[src/rtl/regfile_wb_arbiter_pkg.sv]
// regfile_pkg: shared register-file constants used by the write-back path.
//   REG_ADDR_W  register address width
//   REG_DATA_W  register data width
//   REG_ZERO    hardwired-zero register index
//   multiValid  true when two or more request bits are set
package regfile_pkg;

  localparam int unsigned REG_ADDR_W = 5;
  localparam int unsigned REG_DATA_W = 32;
  localparam logic [REG_ADDR_W-1:0] REG_ZERO = 5'd0;

  // Requester vectors are zero-extended to 8 bits, the widest supported NUM_REQ.
  function automatic logic multiValid(input logic [7:0] reqVec);
    return $countones(reqVec) > 1;
  endfunction

endpackage

[src/rtl/regfile_wb_arbiter_rr_arbiter.sv]
// rr_arbiter: round-robin arbiter with a rotating priority pointer.
//   clock       rising-edge clock
//   ctrl_reset  asynchronous active-high reset; forces grant to zero
//   reqVec      request vector, one bit per requester
//   enable      when low, no grant is issued
//   grant       one-hot grant (all zero when nothing granted)
//   grantIdx    binary index of the granted requester
module rr_arbiter #(
  parameter  int unsigned NUM_REQ = 2,
  localparam int unsigned IDX_W   = $clog2(NUM_REQ)
) (
  input  logic               clock,
  input  logic               ctrl_reset,
  input  logic [NUM_REQ-1:0] reqVec,
  input  logic               enable,
  output logic [NUM_REQ-1:0] grant,
  output logic [IDX_W-1:0]   grantIdx
);

  logic [IDX_W-1:0] ptr;
  logic [IDX_W-1:0] candIdx;
  logic             found;

  // Search starts at ptr and wraps; first valid requester wins.
  always_comb begin
    grant    = '0;
    grantIdx = '0;
    found    = 1'b0;
    candIdx  = '0;
    if (enable && !ctrl_reset) begin
      for (int unsigned off = 0; off < NUM_REQ; off++) begin
        candIdx = IDX_W'((32'(ptr) + off) % NUM_REQ);
        if (!found && reqVec[candIdx]) begin
          found           = 1'b1;
          grant[candIdx]  = 1'b1;
          grantIdx        = candIdx;
        end
      end
    end
  end

  always_ff @(posedge clock or posedge ctrl_reset) begin
    if (ctrl_reset) begin
      ptr <= '0;
    end else if (found) begin
      ptr <= (grantIdx == IDX_W'(NUM_REQ - 1)) ? '0 : grantIdx + 1'b1;
    end
  end

endmodule

[src/rtl/regfile_wb_arbiter.sv]
// regfile_wb_arbiter: shares the register file's single write port among
// NUM_REQ valid/ready requesters, one grant per cycle in round-robin order.
//   clock             rising-edge clock
//   ctrl_reset        asynchronous active-high reset
//   wb_stall          suppresses all grants in the current cycle
//   req_valid         per-requester write pending
//   req_reg           packed destination registers, slice i = requester i
//   req_data          packed write data, slice i = requester i
//   req_ready         one-hot grant (combinational)
//   ctrl_writeEnable  registered write enable (never set for r0)
//   ctrl_writeReg     registered write address
//   data_writeReg     registered write data
//   wb_conflict       registered: two or more requesters valid last cycle
module regfile_wb_arbiter
  import regfile_pkg::*;
#(
  parameter int unsigned NUM_REQ = 2,
  parameter int unsigned ADDR_W  = REG_ADDR_W,
  parameter int unsigned DATA_W  = REG_DATA_W
) (
  input  logic                      clock,
  input  logic                      ctrl_reset,
  input  logic                      wb_stall,
  input  logic [NUM_REQ-1:0]        req_valid,
  input  logic [NUM_REQ*ADDR_W-1:0] req_reg,
  input  logic [NUM_REQ*DATA_W-1:0] req_data,
  output logic [NUM_REQ-1:0]        req_ready,
  output logic                      ctrl_writeEnable,
  output logic [ADDR_W-1:0]         ctrl_writeReg,
  output logic [DATA_W-1:0]         data_writeReg,
  output logic                      wb_conflict
);

  localparam int unsigned IDX_W = $clog2(NUM_REQ);

  logic [NUM_REQ-1:0] grant;
  logic [IDX_W-1:0]   grantIdx;
  logic               anyGrant;
  logic [ADDR_W-1:0]  selReg;
  logic [DATA_W-1:0]  selData;
  logic [7:0]         validExt;

  rr_arbiter #(.NUM_REQ(NUM_REQ)) uArb (
    .clock      (clock),
    .ctrl_reset (ctrl_reset),
    .reqVec     (req_valid),
    .enable     (!wb_stall),
    .grant      (grant),
    .grantIdx   (grantIdx)
  );

  assign req_ready = grant;
  assign anyGrant  = |grant;

  always_comb begin
    selReg  = '0;
    selData = '0;
    for (int unsigned i = 0; i < NUM_REQ; i++) begin
      if (grantIdx == IDX_W'(i)) begin
        selReg  = req_reg[i*ADDR_W +: ADDR_W];
        selData = req_data[i*DATA_W +: DATA_W];
      end
    end
  end

  always_comb begin
    validExt                 = '0;
    validExt[NUM_REQ-1:0]    = req_valid;
  end

  // r0 grants still load address/data; only the enable is filtered.
  always_ff @(posedge clock or posedge ctrl_reset) begin
    if (ctrl_reset) begin
      ctrl_writeEnable <= 1'b0;
      ctrl_writeReg    <= '0;
      data_writeReg    <= '0;
      wb_conflict      <= 1'b0;
    end else begin
      wb_conflict <= multiValid(validExt);
      if (anyGrant) begin
        ctrl_writeEnable <= (selReg != ADDR_W'(REG_ZERO));
        ctrl_writeReg    <= selReg;
        data_writeReg    <= selData;
      end else begin
        ctrl_writeEnable <= 1'b0;
      end
    end
  end

endmodule

[config.mk]
export PLATFORM = sky130hd
export DESIGN_NAME = regfile_wb_arbiter
export DESIGN_NICKNAME = d
export VERILOG_FILES = /design/src/rtl/regfile_wb_arbiter_pkg.sv /design/src/rtl/regfile_wb_arbiter_rr_arbiter.sv /design/src/rtl/regfile_wb_arbiter.sv
export SDC_FILE = /design/constraint.sdc
export NUM_CORES = 1
export LEC_CHECK = 0
export CORE_ASPECT_RATIO = 2
export CORE_MARGIN = 1
export CORE_UTILIZATION = 30
export CTS_BUF_LIST = sky130_fd_sc_hd__clkbuf_4 sky130_fd_sc_hd__clkbuf_8
export CTS_CLUSTER_DIAMETER = 100
export DETAILED_ROUTE_END_ITERATION = 7
export GPL_ROUTABILITY_DRIVEN = 0
export PLACE_DENSITY = 0.68
export RECOVER_POWER = 25
export SLEW_MARGIN = 20
export SYNTH_ARGS = -nofsm -noshare
export SYNTH_HDL_FRONTEND = slang
export SYNTH_HIERARCHICAL = 1
export SYNTH_SLANG_ARGS = --single-unit
[constraint.sdc]
create_clock -name clock -period 1.52 [get_ports clock]
set_input_delay 0.152 -clock clock [delete_from_list [all_inputs] [get_ports clock]]
set_output_delay 0.152 -clock clock [all_outputs]
set_load 0.01 [all_outputs]
---- Word-level counts from Yosys, hierarchy flattened ----
Cells that the tools add are included.
storage, ports and cells
  register bits after elaboration ......... 40
  input port bits ......................... 79
  logic and storage cells ................. 46
operators by class
  $add $sub $neg .......................... 3
  magnitude comparators ................... 5
  muxes and demuxes ....................... 23
  bitwise gates (word level) .............. 1
  reductions and logical operators ........ 9
operator list
  kind                                                count
  2-to-1 mux 32 bit                                   1
  2-to-1 mux 1 bit                                    15
  2-to-1 mux 2 bit                                    4
  2-to-1 mux 5 bit                                    1
  nonzero test 5 bit                                  1
  logical AND 1 bit                                   4
  < comparator 1 x 2 -> 1 bit, second input constant  2
  zero test 1 bit                                     3
  adder 1 bit, second input constant                  2
  adder 1 x 1 -> 2 bit                                1
  demux 1 bit (select 1 bit)                          2
  >= comparator 1 bit, second input constant          2
  > comparator 2 x 1 -> 1 bit, second input constant  1
  bitwise OR 2 bit                                    1
  OR reduction 2 bit                                  1

---- Logic depth before layout (Yosys ltp) ----
Gate-level depths: netlist of the first run.
  depth in word-level cells ............... 11
  mapped depth ............................ 8

---- Modules after synthesis ----
Netlist of the first run, hierarchy kept.
modules (own cells, without submodules)
  module              instances  cells an instance  area each (µm²)  seq. area each (µm²)
  regfile_wb_arbiter  1          171                1,816.7          975.9
  rr_arbiter          1          9                  82.6             25.0

---- Worst setup path after synthesis of the first run ----
Ideal clock, no wire load.
  path type ............................... input to register
  from .................................... input port ctrl_reset
  to ...................................... register ctrl_writeEnable
  arrival time ............................ 1.263 ns
  data required time ...................... 1.391 ns
  setup slack ............................. 0.128 ns
  cell stages on the path ................. 5
  path buffers ............................ 0
  cell sequence ........................... and3b_1 > a21boi_1 > or4b_4 > o31ai_4 > a21oi_2
between the ends
  word-level cells in the longest chain between the ends .. 6
  elaborated cells on any way between the ends .. 8
  classes of those cells .................. mux: 4; reduce/logical: 4
ends and longest elaborated chain
  what                       RTL line                             source
  start, declared            regfile_wb_arbiter.sv:22             input logic ctrl_reset,
  zero test 1 bit (no line)  -
  logical AND 1 bit          regfile_wb_arbiter_rr_arbiter.sv:30  if (enable && !ctrl_reset) begin
  2-to-1 mux 1 bit           regfile_wb_arbiter_rr_arbiter.sv:30
  net grantIdx               regfile_wb_arbiter.sv:37             logic [IDX_W-1:0] grantIdx;
  2-to-1 mux 5 bit           regfile_wb_arbiter.sv:59             if (grantIdx == IDX_W'(i)) begin
  nonzero test 5 bit         regfile_wb_arbiter.sv:81             ctrl_writeEnable <= (selReg != ADDR_W'(REG_ZERO));
  2-to-1 mux 1 bit           regfile_wb_arbiter.sv:80             if (anyGrant) begin
  end signal, assigned       regfile_wb_arbiter.sv:81
  end, declared              regfile_wb_arbiter.sv:28             output logic ctrl_writeEnable,
The timed path passes the listed nets, and every way through them passes these cells.
A chain may end at the register's enable or synchronous reset.

---- Final worst setup path of the first run ----
  from .................................... register uArb.ptr
  to ...................................... register ctrl_writeEnable
between the ends
  word-level cells in the longest chain between the ends .. 11
  elaborated cells on any way between the ends .. 31
  classes of those cells .................. add/sub: 1; order compare: 4; mux: 19; bitwise: 1; reduce/logical: 6
ends and longest elaborated chain
  what                                                  RTL line                             source
  start, declared                                       regfile_wb_arbiter_rr_arbiter.sv:20  logic [IDX_W-1:0] ptr;
  start signal, assigned                                regfile_wb_arbiter_rr_arbiter.sv:46  ptr <= (grantIdx == IDX_W'(NUM_REQ - 1)) ? '0 : grantIdx + 1'b1;
  2-to-1 mux 1 bit (not written as such) (2 in series)  regfile_wb_arbiter_rr_arbiter.sv:33  if (!found && reqVec[candIdx]) begin
  2-to-1 mux 1 bit                                      regfile_wb_arbiter_rr_arbiter.sv:33
  2-to-1 mux 1 bit                                      regfile_wb_arbiter_rr_arbiter.sv:30
  zero test 1 bit                                       regfile_wb_arbiter_rr_arbiter.sv:33
  logical AND 1 bit                                     regfile_wb_arbiter_rr_arbiter.sv:33
  2-to-1 mux 1 bit (*)                                  regfile_wb_arbiter_rr_arbiter.sv:33
  2-to-1 mux 1 bit (*)                                  regfile_wb_arbiter_rr_arbiter.sv:30
  net grantIdx                                          regfile_wb_arbiter.sv:37
  2-to-1 mux 5 bit (*)                                  regfile_wb_arbiter.sv:59
  nonzero test 5 bit (*)                                regfile_wb_arbiter.sv:81
  2-to-1 mux 1 bit (*)                                  regfile_wb_arbiter.sv:80
Mark *: on every way through the listed nets, which the timed path passes. The rest lies on a longest branch. The select of a mux whose other input is x is not followed.

==> flow_metrics.tcl, run 1 <==
set metrics [dict create \
    holdWs_ns 0.0389 \
    io_pins 120 \
    vias 1793 \
    cp_cell_sequence "inv_2 > a21boi_4 > or4b_4 > o31ai_4 > a21oi_2" \
    setup_violations 0 \
    cts_tree "yes" \
    final_antenna_net_count 0 \
    grt_pass1_vias 1826 \
    drv_cap 0 \
    core_area_sq_um 6060 \
    portBuffers 119 \
    p_sw_uw 979 \
    muxShareOfSynthArea_pct 20.0 \
    seqPwrFrac_pct 41.2 \
    ir_drop_v 0.000672 \
    crit_type "register to register" \
    path_buf_inv 1 \
    setup_slack_ns 0.0726 \
    fin_cells 392 \
    drc 0 \
    synth.most_common_cell "dfrtp_1" \
    regArea_sq_um 1000 \
    track_usage_pct 17.3 \
    skew_ns 0.00401 \
    die_x_um 58.3 \
    routedWlPerCell_um 14.6 \
    place_inst 381 \
    slew_headroom_pct 45.7 \
    ys_top_cells_by_count "dfrtp_1 (40), a21oi_1 (38), mux2i_1 (38), nor2_1 (38), buf_2 (7)" \
    rows 40 \
    multiInputGateArea_sq_um 828 \
    synth_nets 259 \
    postRouteWirelength_um 5720 \
    seq_area_frac_synth_pct 52.7 \
    setup_tns_ns 0 \
    grt_max_degree 42 \
    clkLatencyLatePin_ns 0.28 \
    fill_cells 553 \
    synth_top_family_by_area "multiplexers" \
    avgViaCountPerCell 4.57 \
    fin_crit_sh_pct 95.2 \
    r2r-start "uArb/ptr" \
    async_flop_share_pct 100 \
    cp-startpoint "uArb/ptr" \
    cp-end-kind "register" \
    max_freq_mhz 691 \
    worstPathRequired_ns 1.69 \
    synth-edff-count 0 \
    finalPower_uw 3440 \
    rsz0062_at_grt "false" \
    cts.sinks 40 \
    power_frac_comb_pct 36.9 \
    die-area_sq_um 6670 \
    slew_viol_final 0 \
    synth_compound_area_share_pct 12.6 \
    synthTopCellsByArea "dfrtp_1 (53%), mux2i_1 (20%), a21oi_1 (10%), nor2_1 (7.5%), buf_2 (1.8%)" \
    first_pass_iters 4 \
    fin_crit_ns 1.45 \
    grtUsageMet1_pct 18.0 \
    switching_share_pct 28.4 \
    hold_viol 0 \
    synth_xor_xnor_area_share_pct 0 \
    synthSimpleGateAreaFrac_pct 10.1 \
    crit_family "simple AND/OR/NAND/NOR gates" \
    synth_fa_ha_area_share_pct 0 \
    cpMaxStageDelayCell "or4b_4" \
    leakage_uw 0.00132 \
    gr-max-usage-layer "met2" \
    start_util_pct 31.4 \
    internal-power_uw 2470 \
    synth_ff_type "dfrtp_1" \
    ys_types 19 \
    cpPeakStageDelay_ns 0.50 \
    fin_nets 387 \
    synth_top_cell_area_share_pct 52.7 \
    overflow 0 \
    clock-root-buffer "clkbuf_8" \
    p_clk_share_pct 21.9 \
    die_h_um 115 \
    cts_made_buffers 5 \
    grt_use_met2_pct 31.0 \
    avgSynthCellArea_sq_um 10.6 \
    crit_path_start_kind "register" \
    pre_cts_ws_ns -0.428 \
    worst_pin_slew_ns 0.814 \
    syn_area_sq_um 1900 \
    powerDensity_nw_per_um2 1020 \
    gr-usage-met3_pct 3.50 \
    ys_ff_latch 40 \
    worst-path-max-fanout 4 \
    clk_path_buf_depth 2 \
    outcome "complete, no violations" \
    dp_hpwl_um 4340 \
    synthCells 180 \
    htree_levels 2 \
    yosysWarnings 6 \
    synth_top_area_cell "dfrtp_1" \
    hp-class "primary input to async pin" \
    drive_gt1_share_pct 8.77 \
    area_growth_syn_to_layout_pct 76.9 \
    drt-initial-drc-count 33 \
    antenna_found_initial 0 \
    antenna_cells 0 \
    clk_pin_slew_ns 0.08 \
    grt_pass1_wl_um 8610 \
    worst_ep_arrival_time_ns 1.61 \
]
## worst min-delay path: cells and delay by family
family   cells  cell delay (ns)
buf+inv      3             0.55
## per-layer routing
metal	vias up	routed length (um)
li1	876	-
met1	845	1980
met2	58	3290
met3	14	239
met4	0	212
met5	-	0
## state kept, by name, indices dropped and copies added (netlist names)
register          cells
ctrl_writeEnable      1
ctrl_writeReg         5
data_writeReg        32
uArb/ptr              1
wb_conflict           1
## placed cells by master, fill, tap and decap left out, drive strengths merged
cell,synthesis,layout
or4b,1,1
dlygate4sd3,0,1
a21oi,39,39
o31ai,1,1
nor4,1,1
nor2,38,38
and2,1,1
dlymetal6s2s,0,1
dfrtp,40,40
clkdlybuf4s50,0,113
dlygate4sd2,0,5
nand3b,1,1
clkinv,0,1
inv,4,3
buf,10,8
and3b,1,1
or2,1,1
clkbuf,2,12
a21boi,2,2
mux2i,38,38
## metrics by stage
stage	instance area, sq um	utilization (%)
finish	3360	55.5
global route	3360	55.5
CTS	3350	55.3
detailed placement	3230	53.4
global placement	3230	53.4
floorplan	1900	-
## timing repair
| item | CTS | global route |
|---|---|---|
| endpoints found under the setup margin | 30 | 29 |
| cloned | 0 | 1 |
| buffers inserted | 2 | 0 |
| endpoints found under the hold margin | 1 | 0 |
| pin swaps | 3 | 2 |
| resized for setup | 7 | 3 |
| hold buffers | 1 | 0 |
## path summary, 6_finish.rpt
check	end	slack [ns]	cells past startpoint
max	ctrl_writeEnable	0.07	5
min	data_writeReg[11]	0.04	3
min reg2reg	data_writeReg[11]	0.53	2
max in group asynchronous	data_writeReg[12]	0.49	4
max reg2reg	ctrl_writeEnable	0.07	5
min in group clock	wb_conflict	0.27	2
## power groups by stage
| stage | clock network (uW) | logic (uW) | registers [uW] |
|---|---|---|---|
| 2_1_floorplan | 0 | 346 | 1550 |
| 6_report | 753 | 1270 | 1420 |
| 3_5_place_dp | 0 | 1270 | 1440 |
| 3_3_place_gp | 0 | 1260 | 1430 |
| 5_1_grt | 830 | 1370 | 1450 |
| 4_1_cts | 783 | 1280 | 1420 |
## area by class of cell
| class | count | area share, % |
|---|---|---|
| sequential | 40 | 29.8 |
| inverter | 4 | 0.447 |
| timing repair buffer | 133 | 39.1 |
| multi-input combinational | 124 | 24.6 |
| clock buffer | 7 | 2.87 |
| tap | 84 | 3.13 |
## kinds of logic after synthesis
logic type             after synthesis
AO/OA/AOI/OAI                       42
multiplexers                        38
flip-flops                          40
buffers and inverters               16
AND/OR/NAND/NOR                     44
(Power assumes the default switching activity.)
==> run 2: changes to the inputs <==
==> constraint.sdc (replaced) <==
create_clock -name clock -period 1.52 [get_ports clock]
set_input_delay 0.152 -clock clock [delete_from_list [all_inputs] [get_ports clock]]
set_output_delay 0.152 -clock clock [all_outputs]
set_load 0.02 [all_outputs]
==> run 2 against run 1 <==
Against the previous run: combinational power increased by 13%; non-clock buffer count is the same; clock-buffer cell count stayed put; worst setup slack better by 0.012 ns; largest cell class unchanged; critical path depth unchanged; design area increased by 0.56%; total power is 10% higher; global-route usage decreased by 0.41 points; maximum frequency is 0.84% higher; via count shrank 0.73%; sequential power is essentially flat; highest routed layer unchanged; register-to-register slack is essentially flat.
==> flow_metrics.tcl, run 2 (synthesized netlist as in run 1, its figures left out) <==
set metrics [dict create \
    r2r_end "ctrl_writeEnable" \
    routedWlPerCell_um 13.5 \
    fin_nets 387 \
    grt_use_met2_pct 30.7 \
    worst_pin_slew_ns 0.977 \
    cpPeakStageDelay_ns 0.49 \
    portBuffers 119 \
    slew_headroom_pct 34.8 \
    drc 0 \
    worst_ep_arrival_time_ns 1.61 \
    postRouteWirelength_um 5310 \
    grtUsageMet1_pct 17.9 \
    pre_cts_ws_ns -0.394 \
    skew_ns 0.000737 \
    cts_tree "yes" \
    die_h_um 115 \
    outcome "complete, no violations" \
    setup_tns_ns 0 \
    place_inst 380 \
    grt_max_degree 42 \
    holdPathStages 2 \
    start_util_pct 31.4 \
    gr-max-usage-layer "met2" \
    fin_cells 393 \
    final_antenna_net_count 0 \
    die-area_sq_um 6670 \
    clock-root-buffer "clkbuf_8" \
    leakage_uw 0.00134 \
    layout_commonest_cell "clkdlybuf4s50_1" \
    cpMaxStageDelayCell "or4b_4" \
    crit_type "register to register" \
    fin_crit_sh_pct 94.4 \
    clk_path_buf_depth 2 \
    powerDensity_nw_per_um2 1130 \
    drt-initial-drc-count 40 \
    drv_cap 0 \
    final_util_pct 55.8 \
    drive_gt1_share_pct 9.71 \
    clkLatencyLatePin_ns 0.29 \
    die_x_um 58.3 \
    r2r-start "uArb/ptr" \
    min_to "wb_conflict" \
    antenna_found_initial 0 \
    hold_path_startpoint "req_valid[0]" \
    switching_share_pct 30.8 \
    hold_viol 0 \
    vias 1780 \
    antenna_cells 0 \
    setup_violations 0 \
    slew_viol_final 0 \
    top_regs "data_writeReg (32), ctrl_writeReg (5)" \
    track_usage_pct 16.9 \
    worstPathRequired_ns 1.69 \
    cp-end-kind "register" \
    top_register "data_writeReg" \
    rows 40 \
    cts_made_buffers 5 \
    io_pins 120 \
    p_clk_share_pct 24.7 \
    ir_drop_v 0.000589 \
    first_pass_iters 4 \
    seqPwrFrac_pct 37.3 \
    core_area_sq_um 6060 \
    setup_slack_ns 0.0847 \
    cts.sinks 40 \
    cp_cell_sequence "inv_2 > a21boi_4 > or4b_4 > o31ai_4 > a21oi_2" \
    avgViaCountPerCell 4.53 \
    area_growth_syn_to_layout_pct 77.9 \
    power_frac_comb_pct 37.9 \
    overflow 0 \
    gr-usage-met3_pct 2.94 \
    htree_levels 2 \
    grt_pass1_wl_um 8400 \
    clk_pin_slew_ns 0.07 \
    hp-class "primary input to register" \
    max_freq_mhz 697 \
    fin_crit_ns 1.44 \
    reg2reg_depth 5 \
    worst-path-max-fanout 3 \
    dp_hpwl_um 4090 \
    largest_reg_flops 32 \
    p_sw_uw 1170 \
    crit_path_start_kind "register" \
    rsz0062_at_grt "false" \
    final_cell_mix "clkdlybuf4s50_1 (113), dfrtp_1 (40), mux2i_1 (38), nor2_1 (38), a21oi_1 (37)" \
    internal-power_uw 2630 \
    r2r_slack_ns 0.08 \
    grt_pass1_vias 1737 \
]
## run 2: worst max path at each step
| stage | startpoint | slack [ns] | cells after the start | endpoint |
|---|---|---|---|---|
| floorplan | uArb/ptr | 0.06 | 7 | data_writeReg[1] |
| global placement | req_valid[1] | -0.33 | 6 | data_writeReg[9] |
| detailed placement | req_valid[1] | -0.39 | 6 | ctrl_writeEnable |
| CTS | req_valid[0] | 0.02 | 4 | req_ready[0] |
| global route | uArb/ptr | 0.009 | 5 | ctrl_writeEnable |
| finish | uArb/ptr | 0.08 | 5 | ctrl_writeEnable |
## run 2: through the flow
stage	cell area, sq um	hold slack (ns)	total power, uW
after floorplan	1900	-0.119	2080
after global placement	3230	0.444	2870
after detailed placement	3230	0.457	2900
after CTS	3390	0.155	3860
after global routing	3380	0.270	4010
final	3380	0.277	3800
## run 2: final cells by class
type | instances | area, sq um
timing repair buffer | 133 | 1310
sequential | 40 | 1000
inverter | 4 | 15.0
clock buffer | 7 | 96.3
tap | 84 | 105
fill | 563 | 2680
clock inverter | 1 | 30.0
multi-input combinational | 124 | 827
## run 2: power by group through the flow
| stage | combinational (uW) | clock, uW | sequential [uW] |
|---|---|---|---|
| 6_report | 1440 | 940 | 1420 |
| 5_1_grt | 1540 | 1010 | 1460 |
| 4_1_cts | 1460 | 970 | 1420 |
| 3_5_place_dp | 1450 | 0 | 1440 |
| 3_3_place_gp | 1440 | 0 | 1430 |
| 2_1_floorplan | 348 | 0 | 1730 |
## run 2: worst max-delay path: cells and delay by family (launching register included)
kind	cells	cell delay (ns)
simple gates	1	0.49
compound gates	3	0.40
flops	1	0.37
buf+inv	1	0.07
## run 2: timing repair
item                       4_1_cts  5_1_grt
setup buffers                    3        1
setup endpoints to repair       16       18
hold endpoints to repair         1        0
hold buffers                     1        0
gates resized for setup          8        4
pin swaps                        2        2
## run 2: per-layer routing
| metal | wire [um] | vias up |
|---|---|---|
| met4 | 151 | 0 |
| met5 | 0 | - |
| li1 | - | 874 |
| met1 | 1930 | 828 |
| met2 | 2970 | 67 |
| met3 | 252 | 11 |
